### src/rtl/fwd_hazard_ctrl.sv
// rtl/fwd_hazard_ctrl.sv - EX-stage forwarding select and load-use stall controller
//
// Ports:
//   clk          rising-edge clock
//   rst_n        asynchronous active-low reset
//   ex_valid     EX holds a real instruction
//   ex_regwrite  EX instruction writes ex_rd
//   ex_mem_read  EX instruction is a load
//   ex_rd        EX destination register
//   ex_src       packed EX source registers, operand i at [i*REG_AW +: REG_AW]
//   ex_src_used  per-operand "actually read" flags
//   hold         global freeze, no tag shift and no counting
//   flush_ex     kill the EX instruction as it leaves EX
//   fwd_sel      per operand: 0 = register file, k = forward from stage k
//   lu_stall     freeze IF/ID/EX and insert a bubble into stage 1
//   stall_cnt    saturating count of load-use stall cycles
module fwd_hazard_ctrl #(
  parameter int  REG_AW   = 5,
  parameter int  DEPTH    = 2,
  parameter int  NSRC     = 2,
  parameter int  LOAD_LAT = 1,
  parameter int  CNT_W    = 16,
  localparam int SELW     = $clog2(DEPTH + 1)
) (
  input  logic                   clk,
  input  logic                   rst_n,
  input  logic                   ex_valid,
  input  logic                   ex_regwrite,
  input  logic                   ex_mem_read,
  input  logic [REG_AW-1:0]      ex_rd,
  input  logic [NSRC*REG_AW-1:0] ex_src,
  input  logic [NSRC-1:0]        ex_src_used,
  input  logic                   hold,
  input  logic                   flush_ex,
  output logic [NSRC*SELW-1:0]   fwd_sel,
  output logic                   lu_stall,
  output logic [CNT_W-1:0]       stall_cnt
);

  // Tag pipeline: array index 0 is stage 1 (EX/MEM), index DEPTH-1 is the last tracked stage.
  logic [DEPTH-1:0]             tag_v;
  logic [DEPTH-1:0]             tag_rw;
  logic [DEPTH-1:0]             tag_ld;
  logic [DEPTH-1:0][REG_AW-1:0] tag_rd;

  logic [NSRC-1:0]              lu_need;
  logic [REG_AW-1:0]            src;

  always_comb begin
    fwd_sel = '0;
    lu_need = '0;
    src     = '0;
    for (int i = 0; i < NSRC; i++) begin
      src = ex_src[i*REG_AW +: REG_AW];
      // Scan oldest to youngest so the nearest producer is the last one written.
      for (int k = DEPTH; k >= 1; k--) begin
        if (ex_src_used[i] && tag_v[k-1] && tag_rw[k-1] &&
            (tag_rd[k-1] != '0) && (tag_rd[k-1] == src)) begin
          fwd_sel[i*SELW +: SELW] = SELW'(k);
          // A nearer non-load producer overwrites this, so an older load is shadowed.
          lu_need[i] = tag_ld[k-1] && (k <= LOAD_LAT);
        end
      end
    end
  end

  assign lu_stall = ex_valid & ~flush_ex & (|lu_need);

  always_ff @(posedge clk or negedge rst_n) begin
    if (!rst_n) begin
      tag_v     <= '0;
      tag_rw    <= '0;
      tag_ld    <= '0;
      tag_rd    <= '0;
      stall_cnt <= '0;
    end else if (!hold) begin
      for (int k = 1; k < DEPTH; k++) begin
        tag_v[k]  <= tag_v[k-1];
        tag_rw[k] <= tag_rw[k-1];
        tag_ld[k] <= tag_ld[k-1];
        tag_rd[k] <= tag_rd[k-1];
      end
      if (lu_stall) begin
        tag_v[0]  <= 1'b0;
        tag_rw[0] <= 1'b0;
        tag_ld[0] <= 1'b0;
        tag_rd[0] <= '0;
      end else begin
        tag_v[0]  <= ex_valid & ~flush_ex;
        tag_rw[0] <= ex_regwrite;
        tag_ld[0] <= ex_mem_read;
        tag_rd[0] <= ex_rd;
      end
      if (lu_stall && (stall_cnt != {CNT_W{1'b1}})) begin
        stall_cnt <= stall_cnt + 1'b1;
      end
    end
  end

endmodule
### config.mk
export PLATFORM = sky130hd
export DESIGN_NAME = fwd_hazard_ctrl
export DESIGN_NICKNAME = d
export VERILOG_FILES = /design/src/rtl/fwd_hazard_ctrl.sv
export SDC_FILE = /design/constraint.sdc
export NUM_CORES = 1
export LEC_CHECK = 0
export CELL_PAD_IN_SITES_DETAIL_PLACEMENT = 1
export CELL_PAD_IN_SITES_GLOBAL_PLACEMENT = 2
export CORE_ASPECT_RATIO = 0.8
export CORE_UTILIZATION = 27
export CTS_CLUSTER_DIAMETER = 40
export CTS_CLUSTER_SIZE = 28
export DETAILED_ROUTE_END_ITERATION = 8
export PLACE_DENSITY_LB_ADDON = 0.12
export SYNTH_ARGS = -nofsm -noshare
export SYNTH_HDL_FRONTEND = slang
export SYNTH_SLANG_ARGS = --single-unit
### constraint.sdc
create_clock -name clk -period 1.6 [get_ports clk]
set_input_delay 0.24 -clock clk [delete_from_list [all_inputs] [get_ports clk]]
set_output_delay 0.24 -clock clk [all_outputs]
set_load 0.03 [all_outputs]
==> results_dict.tcl <==
set metrics [dict create \
    cts_tree "built" \
    track_usage_pct 19.0 \
    synth_edf_count 0 \
    dp_cells 342 \
    synthToLayoutAreaGrowth_pct 81.4 \
    m1WireLength_um 2810 \
    vdd_drop_max_mv 0.364 \
    antenna_found_initial 0 \
    path_cells "buf_6 -> xor2_2 -> nor4_2 -> and3_4 -> and2_4 -> nor3_4 -> buf_6" \
    min_period_over_period_pct 135 \
    chipWidth_um 91.8 \
    synthDistinctLibCells 32 \
    routed_wl_um 5990 \
    grt-ovfl-total 0 \
    port_buffers 44 \
    rsz0062_at_grt "yes" \
    critical_path.top_delay_family "simple AND/OR/NAND/NOR gates" \
    synth_area_leaders "dfrtp_1, xor2_1, xnor2_1, nand2_1, mux2_2" \
    finalWorstSetupSlack_ns -0.562 \
    power_density_nw_per_um2 633 \
    num_antenna_cells 0 \
    grt_max_degree 32 \
    hold_viol_final 0 \
    synth_top_cell_by_area "dfrtp_1" \
    max_stage_delay_ns 0.46 \
    drt-pass1-iter-count 4 \
    finClkSkew_ns 0.00720 \
    synth-warning-count 0 \
    clk_pin_slew_worst_paths_ns 0.07 \
    yosysSeqAreaShare_pct 44.5 \
    required_ns 1.36 \
    drv_cap 0 \
    setup_violations 29 \
    dieHeight_um 73.8 \
    core.rowCount 25 \
    period_minus_slack_ns 2.16 \
    status "finished with violations" \
    hold_buffers 0 \
    drv_slew 0 \
    worst_slew_pin_slew_ns 0.585 \
    yosys.cell_count.top_type "dfrtp_1" \
    dp_slack_ns -0.883 \
    syn_area_um2 1740 \
    startpoint_type "flip-flop" \
    hpwl_um 4520 \
    nets 305 \
    core-area_um2 6070 \
    clkLatencyLatePin_ns 0.28 \
    highest_layer "met4" \
    fin_cells 362 \
    drcViolationCount 0 \
    p_leak_nw 1.50 \
    wl_met3_um 214 \
    critical_path_arrival_ns 1.92 \
    dpl-instance-area_um2 2680 \
    syn_avg_cell_area_um2 10.0 \
    final_layout_size_suffix_gt1_share_pct 46.6 \
    end_kind "output port" \
    vias 1752 \
    slew_headroom_pct 60.7 \
    path_common_cell "buf_6" \
    syn_inst 174 \
    cts_buffers 5 \
    vias_per_cell 4.84 \
    route.met2.wl_um 2890 \
    clockBufferDepth 2 \
    max_clock_freq_ghz 0.463 \
    wl_per_cell_um 16.5 \
    ff_latch_area_um2 783 \
    stdcell_area_um2 3160 \
    synthTopCellsByCount "dfrtp_1, nand2_1, xor2_1" \
    n_fill_cell 671 \
    synth_flop_cell "dfrtp_1" \
    crit_path_start "tag_rd[4]" \
    cp_num_buf_inv 2 \
    ios 45 \
    cts_htree_levels 2 \
    crit_type "reg -> out" \
    multi_input_area_um2 1220 \
    synth-seq-cells 31 \
    cts-root-buf "clkbuf_8" \
    initialDrtViolationCount 74 \
    critPathSlowestCell "dfrtp_2" \
    hp-class "in -> async" \
    synthArstFlopShare_pct 100 \
    clkSinkCount 31 \
    start_util_pct 28.7 \
    crit_fanout 4 \
    total_power_mw 2.00 \
    die_area_um2 6780 \
    gp_congestion 0.885 \
    grt_pass1_vias 1824 \
    synth_top_area_share_pct 44.5 \
    grt_pass1_wl_um 9660 \
    violations "negative setup slack" \
    r2r_start "tag_rd[4]" \
    syn-num-nets 199 \
    ant_nets 0 \
]
-- state kept, by name, summed over array words and instances, names as in the netlist --
name       flops
tag_v          2
tag_ld         1
tag_rw         2
tag_rd        10
stall_cnt     16
-- area by class of cell --
cell class | instances | share of cell area [%]
Clock buffer | 8 | 3.17
Inverter | 5 | 0.713
Multi-Input combinational cell | 133 | 38.5
Sequential cell | 31 | 24.8
Tap cell | 81 | 3.21
Timing Repair Buffer | 104 | 29.6
-- routing by layer --
layer  track usage [%]  vias up
met2              31.4       45
met3              3.31        8
li1                  -      823
met5                 0        -
met4              4.69        0
met1              25.9      876
-- worst reg2reg max path, cell delays in order (launching register included) --
cell and delay (ns):
dfrtp_2 0.46, buf_6 0.14, xor2_2 0.15, nor4_2 0.28, and3_4 0.26, o21ai_4 0.08, buf_8 0.16, buf_6 0.11
nor3_4 0.18, xor2_1 0.17
-- cell families (layout without fill, tap and decap cells) --
group	Yosys count	after routing	share of synthesized area, %
DFF	31	31	44.5
xor gates and xnor gates	35	35	17.6
muxes	7	7	4.53
buffers and inverters	10	117	3.02
AOI/OAI and AO/OA	14	14	5.32
and+or+nand+nor	76	76	24.3
adders and majority gates	1	1	0.718
-- report_power, final --
| group | switching, mW | internal [mW] | total, mW | leakage, nW |
|---|---|---|---|---|
| clock | 0.300 | 0.393 | 0.693 | 0.0515 |
| sequential | 0.0520 | 0.827 | 0.879 | 0.401 |
| combinational | 0.188 | 0.242 | 0.430 | 1.05 |
-- repair_timing --
| item | 4_1_cts | 5_1_grt |
|---|---|---|
| pin swaps | 28 | 15 |
| resized for setup | 68 | 32 |
| buffers inserted | 4 | 9 |
| hold endpoints to repair | 0 | 0 |
| endpoints found under the setup margin | 45 | 29 |
-- stage by stage --
stage	utilization (%)	setup TNS [ns]	hold WS (ns)
6_report	52.1	-11.15	0.373
5_1_grt	52.1	-13.31	0.416
4_1_cts	48.6	-10.90	0.394
3_5_place_dp	44.2	-19.84	0.498
3_3_place_gp	44.2	-17.19	0.486
2_1_floorplan	-	-1.06	-0.0556
-- worst paths after layout --
check                                end  slack [ns]  depth (start not counted)
min in group clk           stall_cnt[15]        0.51                          1
setup / recovery              fwd_sel[1]       -0.56                          7
hold / removal                 tag_rd[8]        0.37                          2
setup reg to reg           stall_cnt[12]       -0.48                          9
hold reg to reg            stall_cnt[15]        0.51                          1
max in group asynchronous   stall_cnt[1]        0.89                          2
-- placed cells by master (no fill, tap or decap), drive strengths merged, types with 2 or more instances in the layout --
cell type and n:
xor2 23, inv 4, xnor2 12, and3 5, and2 2, nand3 7
dfrtp 31, mux2 7, nand4b 2, o21ai 10, nor4 8, nor3 6
nand2 26, nand4 8, buf 65, clkbuf 8, nor2 5, clkdlybuf4s50 23
dlygate4sd2 16
No activity file was read; power rests on OpenSTA's default activity.
